==> config.mk <==
export PLATFORM = sky130hd
export DESIGN_NAME = mem_arbiter
export DESIGN_NICKNAME = d
export VERILOG_FILES = /design/src/rtl/mem_arbiter.sv
export SDC_FILE = /design/constraint.sdc
export NUM_CORES = 1
export LEC_CHECK = 0
export BUFFER_PORTS_ARGS = -buffer_cell sky130_fd_sc_hd__buf_4
export CORE_AREA = 2 2 105 107
export CTS_BUF_LIST = sky130_fd_sc_hd__clkbuf_8
export DETAILED_ROUTE_END_ITERATION = 8
export DIE_AREA = 0 0 107 109
export PLACE_DENSITY = 0.66
export SLEW_MARGIN = 5
export SYNTH_ARGS = -nofsm -noshare
export SYNTH_HDL_FRONTEND = slang
export SYNTH_SLANG_ARGS = --single-unit
==> constraint.sdc <==
create_clock -name clk -period 5.5 [get_ports clk]
set_input_delay 1.1 -clock clk [delete_from_list [all_inputs] [get_ports clk]]
set_output_delay 1.1 -clock clk [all_outputs]
set_load 0.02 [all_outputs]
==> src/rtl/mem_arbiter.sv <==
// Two-port data-memory arbiter: combinational grant with a bounded-burst
// sticky priority, shared registered read data with single-cycle latency.
module mem_arbiter #(
  parameter int ADDR_W   = 32,
  parameter int DATA_W   = 32,
  parameter int MAX_HOLD = 4
) (
  input  logic              clk,
  input  logic              rst,
  input  logic              req0,
  input  logic              we0,
  input  logic [ADDR_W-1:0] addr0,
  input  logic [DATA_W-1:0] wdata0,
  input  logic              req1,
  input  logic              we1,
  input  logic [ADDR_W-1:0] addr1,
  input  logic [DATA_W-1:0] wdata1,
  output logic              gnt0,
  output logic              gnt1,
  output logic              rvalid0,
  output logic              rvalid1,
  output logic [DATA_W-1:0] rdata,
  output logic [ADDR_W-1:0] mem_addr,
  output logic [DATA_W-1:0] mem_wdata,
  output logic              mem_we,
  input  logic [DATA_W-1:0] mem_rdata
);

  localparam logic [3:0] MaxHold = 4'(MAX_HOLD);

  logic       r_last;
  logic [3:0] r_holdCnt;
  logic       w_both;
  logic       w_pick1;
  logic       w_gnt0;
  logic       w_gnt1;
  logic       w_read;

  // Under contention the previous winner keeps the port until its burst
  // reaches MAX_HOLD; grants are masked while reset is held low.
  assign w_both  = req0 & req1;
  assign w_pick1 = w_both ? ((r_holdCnt < MaxHold) ? r_last : ~r_last) : req1;
  assign w_gnt0  = rst & (req0 | req1) & ~w_pick1;
  assign w_gnt1  = rst & (req0 | req1) & w_pick1;
  assign w_read  = (w_gnt0 & ~we0) | (w_gnt1 & ~we1);

  assign gnt0      = w_gnt0;
  assign gnt1      = w_gnt1;
  assign mem_addr  = w_gnt1 ? addr1 : addr0;
  assign mem_wdata = w_gnt1 ? wdata1 : wdata0;
  assign mem_we    = (w_gnt0 & we0) | (w_gnt1 & we1);

  // The reset owner is port 0 so that with an empty burst count port 0
  // wins the first contention after reset.
  always_ff @(posedge clk or negedge rst) begin
    if (!rst) begin
      r_last    <= 1'b0;
      r_holdCnt <= 4'd0;
      rvalid0   <= 1'b0;
      rvalid1   <= 1'b0;
      rdata     <= '0;
    end else begin
      if (w_gnt0 | w_gnt1) begin
        if (w_gnt1 == r_last) begin
          r_holdCnt <= (r_holdCnt == 4'd15) ? 4'd15 : r_holdCnt + 4'd1;
        end else begin
          r_last    <= w_gnt1;
          r_holdCnt <= 4'd1;
        end
      end else begin
        r_holdCnt <= 4'd0;
      end
      rvalid0 <= w_gnt0 & ~we0;
      rvalid1 <= w_gnt1 & ~we1;
      if (w_read) begin
        rdata <= mem_rdata;
      end
    end
  end

endmodule

After elaboration in Yosys (flattened, before gate mapping)
Index checks and enable logic that the tools add are counted.
- bits in registers: 39
- bits of input ports: 166
- logic and storage cells: 34
- $add $sub $neg: 1
- muxes and demuxes: 7
- equal/unequal tests: 2
- bitwise operators: 17
- reductions and logical operators: 1
- order comparisons: 1
- operator list (kind ; number):
    32-bit two-way mux ; 2
    4-bit two-way mux ; 3
    1-bit bitwise AND ; 8
    1-bit NOT ; 5
    4-bit by 1-bit adder with 4-bit output (second input constant) ; 1
    4-bit equality test (second input constant) ; 1
    4-bit by 3-bit < comparator with 1-bit output (second input constant) ; 1
    1-bit bitwise OR ; 4
    1-bit two-way mux ; 2
    2-bit AND reduction ; 1
    1-bit equality test ; 1

Longest topological paths before layout
Gate-level depths: netlist of the first run.
- depth in word-level cells: 7
- depth in mapped cells: 7
- depth with buffers taken out: 5

Least setup slack after synthesis of the first run
No wires, ideal clock.
- path kind: input -> output
- start point: input port req0
- end point: output port mem_addr[24]
- arrival: 2.597 ns
- slack: 1.803 ns
- stages on the path: 6
- cells stage by stage: buf_2 -> or4b_1 -> o2111ai_2 -> buf_6 -> buf_4 -> mux2_2
- cells in the longest elaborated chain, start to end: 4
- RTL lines (element ; line ; text):
    from (decl) ; 10 ; input logic req0,
    1-bit bitwise OR / 1-bit bitwise AND (equally long branches) ; 44, 41 ;
    1-bit bitwise AND / 1-bit two-way mux (equally long branches) ; 44, 42 ;
    1-bit bitwise AND (*) ; 44 ; assign w_gnt1 = rst & (req0 | req1) & w_pick1;
    32-bit two-way mux (*) ; 49 ; assign mem_addr = w_gnt1 ? addr1 : addr0;
    to (decl) ; 23 ; output logic [ADDR_W-1:0] mem_addr,
Mark *: on every way between the ends. The rest lies on a longest branch, timed or not.

Final worst setup path of the first run
- start point: input port req0
- end point: output port mem_wdata[27]
- cells in the longest elaborated chain, start to end: 4
- RTL lines (element ; line ; text):
    1-bit bitwise OR / 1-bit bitwise AND (equally long branches) ; 44, 41 ;
    1-bit bitwise AND / 1-bit two-way mux (equally long branches) ; 44, 42 ;
    1-bit bitwise AND (*) ; 44 ;
    32-bit two-way mux (*) ; 50 ; assign mem_wdata = w_gnt1 ? wdata1 : wdata0;
    to (decl) ; 24 ; output logic [DATA_W-1:0] mem_wdata,
Marked as above.

==> results of run 1 <==
through the flow:
step / utilization (%) / power (W) / instance area (um2) / hold WS (ps)
6_report: 43.7 / 0.00108 / 4630 / 497
5_1_grt: 43.7 / 0.00114 / 4630 / 523
4_1_cts: 43.6 / 0.00110 / 4630 / 502
3_5_place_dp: 42.7 / 0.000893 / 4530 / 484
3_3_place_gp: 42.7 / 0.000883 / 4530 / 475
2_1_floorplan: - / 0.000623 / 2430 / 532
logic make-up after synthesis:
logic type      share of synthesized area [%]
compound gates                           5.98
fa+ha+maj                               0.515
buf+inv                                  4.69
flops                                    40.2
mux                                      45.0
simple gates                             3.66
worst register-to-register path: cells and delay by family, from the launching register on:
kind / cells / cell delay (ps)
multiplexers: 1 / 420
flip-flops: 1 / 460
AO/OA/AOI/OAI: 2 / 1250
AND/OR/NAND/NOR: 1 / 590
sequential cells by signal (all words and copies together) (netlist names):
register	flops
rvalid1	1
r_holdCnt	4
rvalid0	1
rdata	32
r_last	1
layout make-up:
type | instances | area share [%]
inverter | 3 | 0.243
multi-input combinational | 132 | 29.1
clock buffer | 6 | 1.78
antenna | 2 | 0.108
clock inverter | 2 | 0.270
sequential | 39 | 21.1
tap | 140 | 3.78
timing repair buffer | 269 | 43.6
cells in the final DEF (no fill, tap or decap), types with 3 or more instances in the layout:
master,n
buf_4,269
inv_1,3
nand2_1,6
mux2_1,30
clkbuf_8,6
nor2_1,6
mux2_2,67
dfrtp_1,39
how the worst min path moves through the flow:
stage	endpoint	start	cells after the start
6_report	rdata[10]	rdata[10]	1
3_3_place_gp	rdata[13]	rdata[13]	1
3_5_place_dp	rdata[10]	rdata[10]	1
4_1_cts	rdata[10]	rdata[10]	1
2_1_floorplan	r_holdCnt[3]	r_holdCnt[3]	1
5_1_grt	rdata[23]	rdata[23]	1
report_power, final:
group	internal, W	switching, W
Clock	0.000101	0.0000967
Combinational	0.000268	0.000236
Sequential	0.000345	0.0000333
routing by layer:
layer  vias up  global-route usage, %  share of wire [%]
li1       1211                      -                  -
met1      1208                   14.5                 33
met2       139                   27.6                 55
met3        14                   4.42                9.4
met4         0                   6.77                3.0
met5         -                      0                  0
==> impl_metrics.py, run 1 <==
metrics = {
    "yosys": {
        "ys_ff_latch": 39,
        "yosys.area.top_type": "dfrtp_1",
        "netlist_area_mm2": 0.00243,
        "synth_edf_count": 0,
        "synth_ff_type": "dfrtp_1",
        "yosys_warnings": 0,
        "yosysMostFrequentCell": "mux2_2",
        "synthArstFlopShare_pct": 100,
        "syn_area_per_cell_um2": 13.0,
        "yosysTopAreaCellShare_pct": 40.2,
        "synth_common_cells": "mux2_2 (67), dfrtp_1 (39), mux2_1 (30)",
        "netlist_instances": 187,
        "ys_seq_area_share_pct": 40.2,
        "synthDistinctLibCells": 29,
        "synth_nets": 354,
        "netlist_top_cells_area": "dfrtp_1 (40%), mux2_2 (31%), mux2_1 (14%), buf_6 (2.3%), a2bb2oi_4 (1.1%)",
    },
    "placement": {
        "port_buffers": 266,
        "place_congestion": 0.927,
        "place_inst": 583,
        "post-place-ws_ps": 1150,
        "place_hpwl_um": 7880,
    },
    "clock_tree": {
        "clk_pin_slew_ps": 80,
        "clockBufferDepth": 2,
        "insertion_delay_ps": 280,
        "cts_sinks": 39,
        "cts_max_level": 2,
        "postCtsSetupBuffers": 0,
        "cts_resized": 0,
        "ctsHoldBuffers": 0,
        "cts_buffers": 5,
        "cts_root_buf": "clkbuf_8",
        "cts_tree": "built",
    },
    "setup_path": {
        "r2r-start": "r_holdCnt[2]",
        "r2r_end": "rdata[17]",
        "path_cells": "buf_4 -> or4b_1 -> o2111ai_4 -> buf_4 -> mux2_2 -> buf_4",
        "arrival_ps": 3240,
        "critPathTopFamily": "buffers and inverters",
        "endpoint": "mem_wdata[27]",
        "crit_type": "in -> out",
        "r2r_setup_slack_ps": 2660,
        "critPathLaunchType": "primary input",
        "end_kind": "primary output",
        "crit_fanout": 30,
        "cp_slowest_stage_delay_ps": 500,
        "worstPathRequired_ps": 4400,
        "critPathSlowestCell": "or4b_1",
        "cp_common_cell": "buf_4",
        "crit_start": "req0",
        "worstRegToRegCells": 4,
        "crit_buf_inv": 3,
        "cp_num_cells": 6,
    },
    "final_layout": {
        "regArea_um2": 976,
        "nets": 617,
        "drive_gt1_share_pct": 77.2,
        "multi_input_area_mm2": 0.00135,
        "fin_cells": 593,
        "areaGrowthSynthToFinish_pct": 90.7,
        "nFillCells": 1035,
    },
    "power_and_ir_drop": {
        "ir_worst_vdd_mv": 0.166,
        "power_density_mw_per_mm2": 233,
        "leakagePower_nw": 2.32,
    },
    "routing": {
        "firstDrtPassIters": 4,
        "ant_nets": 0,
        "drt-total-wl_um": 9350,
        "drc": 0,
        "via_per_inst": 4.34,
        "wl_per_cell_um": 15.8,
        "drt_iter0_markers": 124,
        "num_vias": 2572,
    },
    "timing": {
        "period_needed_ps": 4340,
        "slew_headroom_pct": 31.1,
        "worst_pin_slew_ps": 1030,
        "clock.fmax_mhz": 231,
        "finalClockSkew_ps": 9.13,
        "finalMaxSlewViolations": 0,
        "post-route-period-util_pct": 78.8,
        "rsz0062_at_grt": "false",
        "setup_viol_count_final": 0,
        "hold_viol_final": 0,
        "timing.final.ws_setup_ps": 1160,
        "final.setup.tns_ps": 0,
    },
    "grt": {
        "grt_usage_pct": 14.5,
        "grt_antenna_before_repair": 2,
        "grt_pass1_vias": 2666,
        "grt_max_degree": 45,
        "grt_pass1_wl_um": 13100,
        "overflow": 0,
    },
    "outcome": {
        "run_status": "complete, no violations",
    },
    "die": {
        "core_mm2": 0.0106,
        "die_h_um": 109,
        "num_rows": 38,
        "die_x_um": 107,
        "ioPinCount": 267,
        "initial_core_util_pct": 22.9,
        "dieArea_mm2": 0.0117,
    },
    "hold_path": {
        "hold_class": "reg -> reg",
    },
    "flow_run": {
        "max_cap_viol_count": 0,
    },
}
(Power assumes the default switching activity.)
==> run 2: changes to the inputs <==
Clock period 5.5 ns to 4.1 ns, I/O delays scaled along.
==> run 2 against run 1 <==
  * Non-clock buffer count unchanged
  * Setup slack lost 600 ps
  * Final area fell by 0.11%
  * Count of clock-buffer cells in the layout down 1
  * Routed wire length fell by 2.2%
  * Combinational power grew 35%
  * Total power up 33%
  * Utilization about the same
  * Sequential cell count is the same
  * Clock power rose by 27%
  * Sequential power up 35%
==> impl_metrics.py, run 2 (synthesized netlist as in run 1, its figures left out) <==
metrics = {
    "outcome": {
        "run_status": "complete, no violations",
    },
    "power_and_ir_drop": {
        "p_int_w": 0.000940,
        "power_frac_clock_pct": 17.4,
        "pwr-share-seq_pct": 35.4,
        "power_density_mw_per_mm2": 311,
        "leakagePower_nw": 2.32,
        "ir_worst_vdd_mv": 0.229,
        "p_sw_share_pct": 34.7,
        "power.total_w": 0.00144,
        "p_sw_w": 0.000498,
        "p_comb_share_pct": 47.2,
    },
    "placement": {
        "place_hpwl_um": 7630,
        "place_inst": 583,
        "place_area_mm2": 0.00454,
        "port_buffers": 266,
        "place_congestion": 0.923,
    },
    "timing": {
        "period_needed_ps": 3540,
        "final.setup.tns_ps": 0,
        "finalClockSkew_ps": 10.4,
        "clock.fmax_mhz": 282,
        "post-route-period-util_pct": 86.4,
        "setup_viol_count_final": 0,
        "worst_pin_slew_ps": 704,
        "finalMaxSlewViolations": 0,
        "hold_viol_final": 0,
        "slew_headroom_pct": 53.0,
        "rsz0062_at_grt": "false",
    },
    "hold_path": {
        "hold-path-endpoint": "rdata[8]",
        "min_delay_path_depth": 1,
        "min-delay-start": "rdata[8]",
        "hold_class": "reg -> reg",
    },
    "routing": {
        "ant_nets": 0,
        "firstDrtPassIters": 4,
        "drc": 0,
        "drt-total-wl_um": 9150,
        "num_vias": 2584,
        "wl_per_cell_um": 15.5,
        "via_per_inst": 4.38,
        "drt_iter0_markers": 101,
    },
    "final_layout": {
        "areaGrowthSynthToFinish_pct": 90.5,
        "stdcell_area_mm2": 0.00463,
        "largest_reg_flops": 32,
        "top_regs": "rdata x32, r_holdCnt x4",
        "mostFrequentLayoutCell": "buf_4",
        "multi_input_area_mm2": 0.00135,
        "regArea_um2": 976,
        "regMostFlops": "rdata",
        "final_util_pct": 43.6,
        "fin_cells": 590,
        "nets": 617,
        "layout_common_cells": "buf_4 (268), mux2_2 (67), dfrtp_1 (39)",
        "drive_gt1_share_pct": 77.3,
        "n_antenna_cell": 0,
        "nFillCells": 1017,
    },
    "grt": {
        "grt_max_degree": 54,
        "overflow": 0,
        "grt_pass1_wl_um": 12700,
        "grt_usage_pct": 13.9,
        "grt_antenna_before_repair": 0,
        "grt_pass1_vias": 2639,
    },
    "setup_path": {
        "critPathLaunchType": "primary input",
        "r2r_end": "rdata[25]",
        "crit_fanout": 53,
        "worstRegToRegCells": 5,
        "r2r_setup_slack_ps": 1660,
        "worstPathRequired_ps": 3280,
        "arrival_ps": 2720,
        "end_kind": "primary output",
        "crit_type": "in -> out",
        "r2r-start": "r_holdCnt[2]",
    },
    "clock_tree": {
        "insertion_delay_ps": 290,
        "cts_max_level": 2,
        "cts_sinks": 39,
        "cts_buffers": 5,
        "clk_pin_slew_ps": 70,
        "postCtsSetupBuffers": 0,
        "cts_resized": 0,
        "clockBufferDepth": 2,
        "cts_root_buf": "clkbuf_8",
        "cts_tree": "built",
        "ctsHoldBuffers": 0,
    },
    "die": {
        "initial_core_util_pct": 22.9,
        "ioPinCount": 267,
        "die_x_um": 107,
        "core_mm2": 0.0106,
        "die_h_um": 109,
        "num_rows": 38,
        "dieArea_mm2": 0.0117,
    },
    "flow_run": {
        "max_cap_viol_count": 0,
    },
}
-- run 2: critical path, stage by stage --
cell and delay [ps]:
buf_4 130, or4b_1 490, o2111ai_4 340, buf_12 350, mux2_2 380, buf_4 160
-- run 2: layout make-up --
class / instances / area share (%)
multi-input cells: 132 / 29.2
clock inverters: 2 / 0.297
well taps: 140 / 3.79
repair buffers: 269 / 43.9
inverters: 3 / 0.243
flip-flops and latches: 39 / 21.1
clock buffers: 5 / 1.49
-- run 2: how the worst max path moves through the flow --
stage / start / end / slack (ps)
after CTS: req0 / mem_addr[29] / 560
after global placement: req0 / mem_addr[29] / 600
after detailed placement: req0 / mem_addr[29] / 570
after floorplan: req0 / mem_addr[24] / 960
after global routing: req0 / mem_addr[22] / 520
final: req0 / mem_addr[7] / 560
-- run 2: layer usage --
metal | up-vias | track usage, % | share of wire, %
met5 | - | 0 | 0
met4 | 0 | 3.80 | 1.7
met3 | 10 | 3.53 | 8.5
met2 | 133 | 27.2 | 55
met1 | 1232 | 14.5 | 35
li1 | 1209 | - | -
-- run 2: through the flow --
stage	setup slack (ps)	hold slack, ps
6_report	559	500
5_1_grt	517	517
4_1_cts	564	505
3_5_place_dp	565	486
3_3_place_gp	600	475
2_1_floorplan	963	524
-- run 2: power by group through the flow --
stage          combinational, W  sequential (W)  clock, W
2_1_floorplan          0.000233        0.000603         0
3_3_place_gp           0.000677        0.000511         0
3_5_place_dp           0.000686        0.000513         0
4_1_cts                0.000687        0.000509  0.000262
5_1_grt                0.000717        0.000520  0.000284
6_report               0.000678        0.000509  0.000251
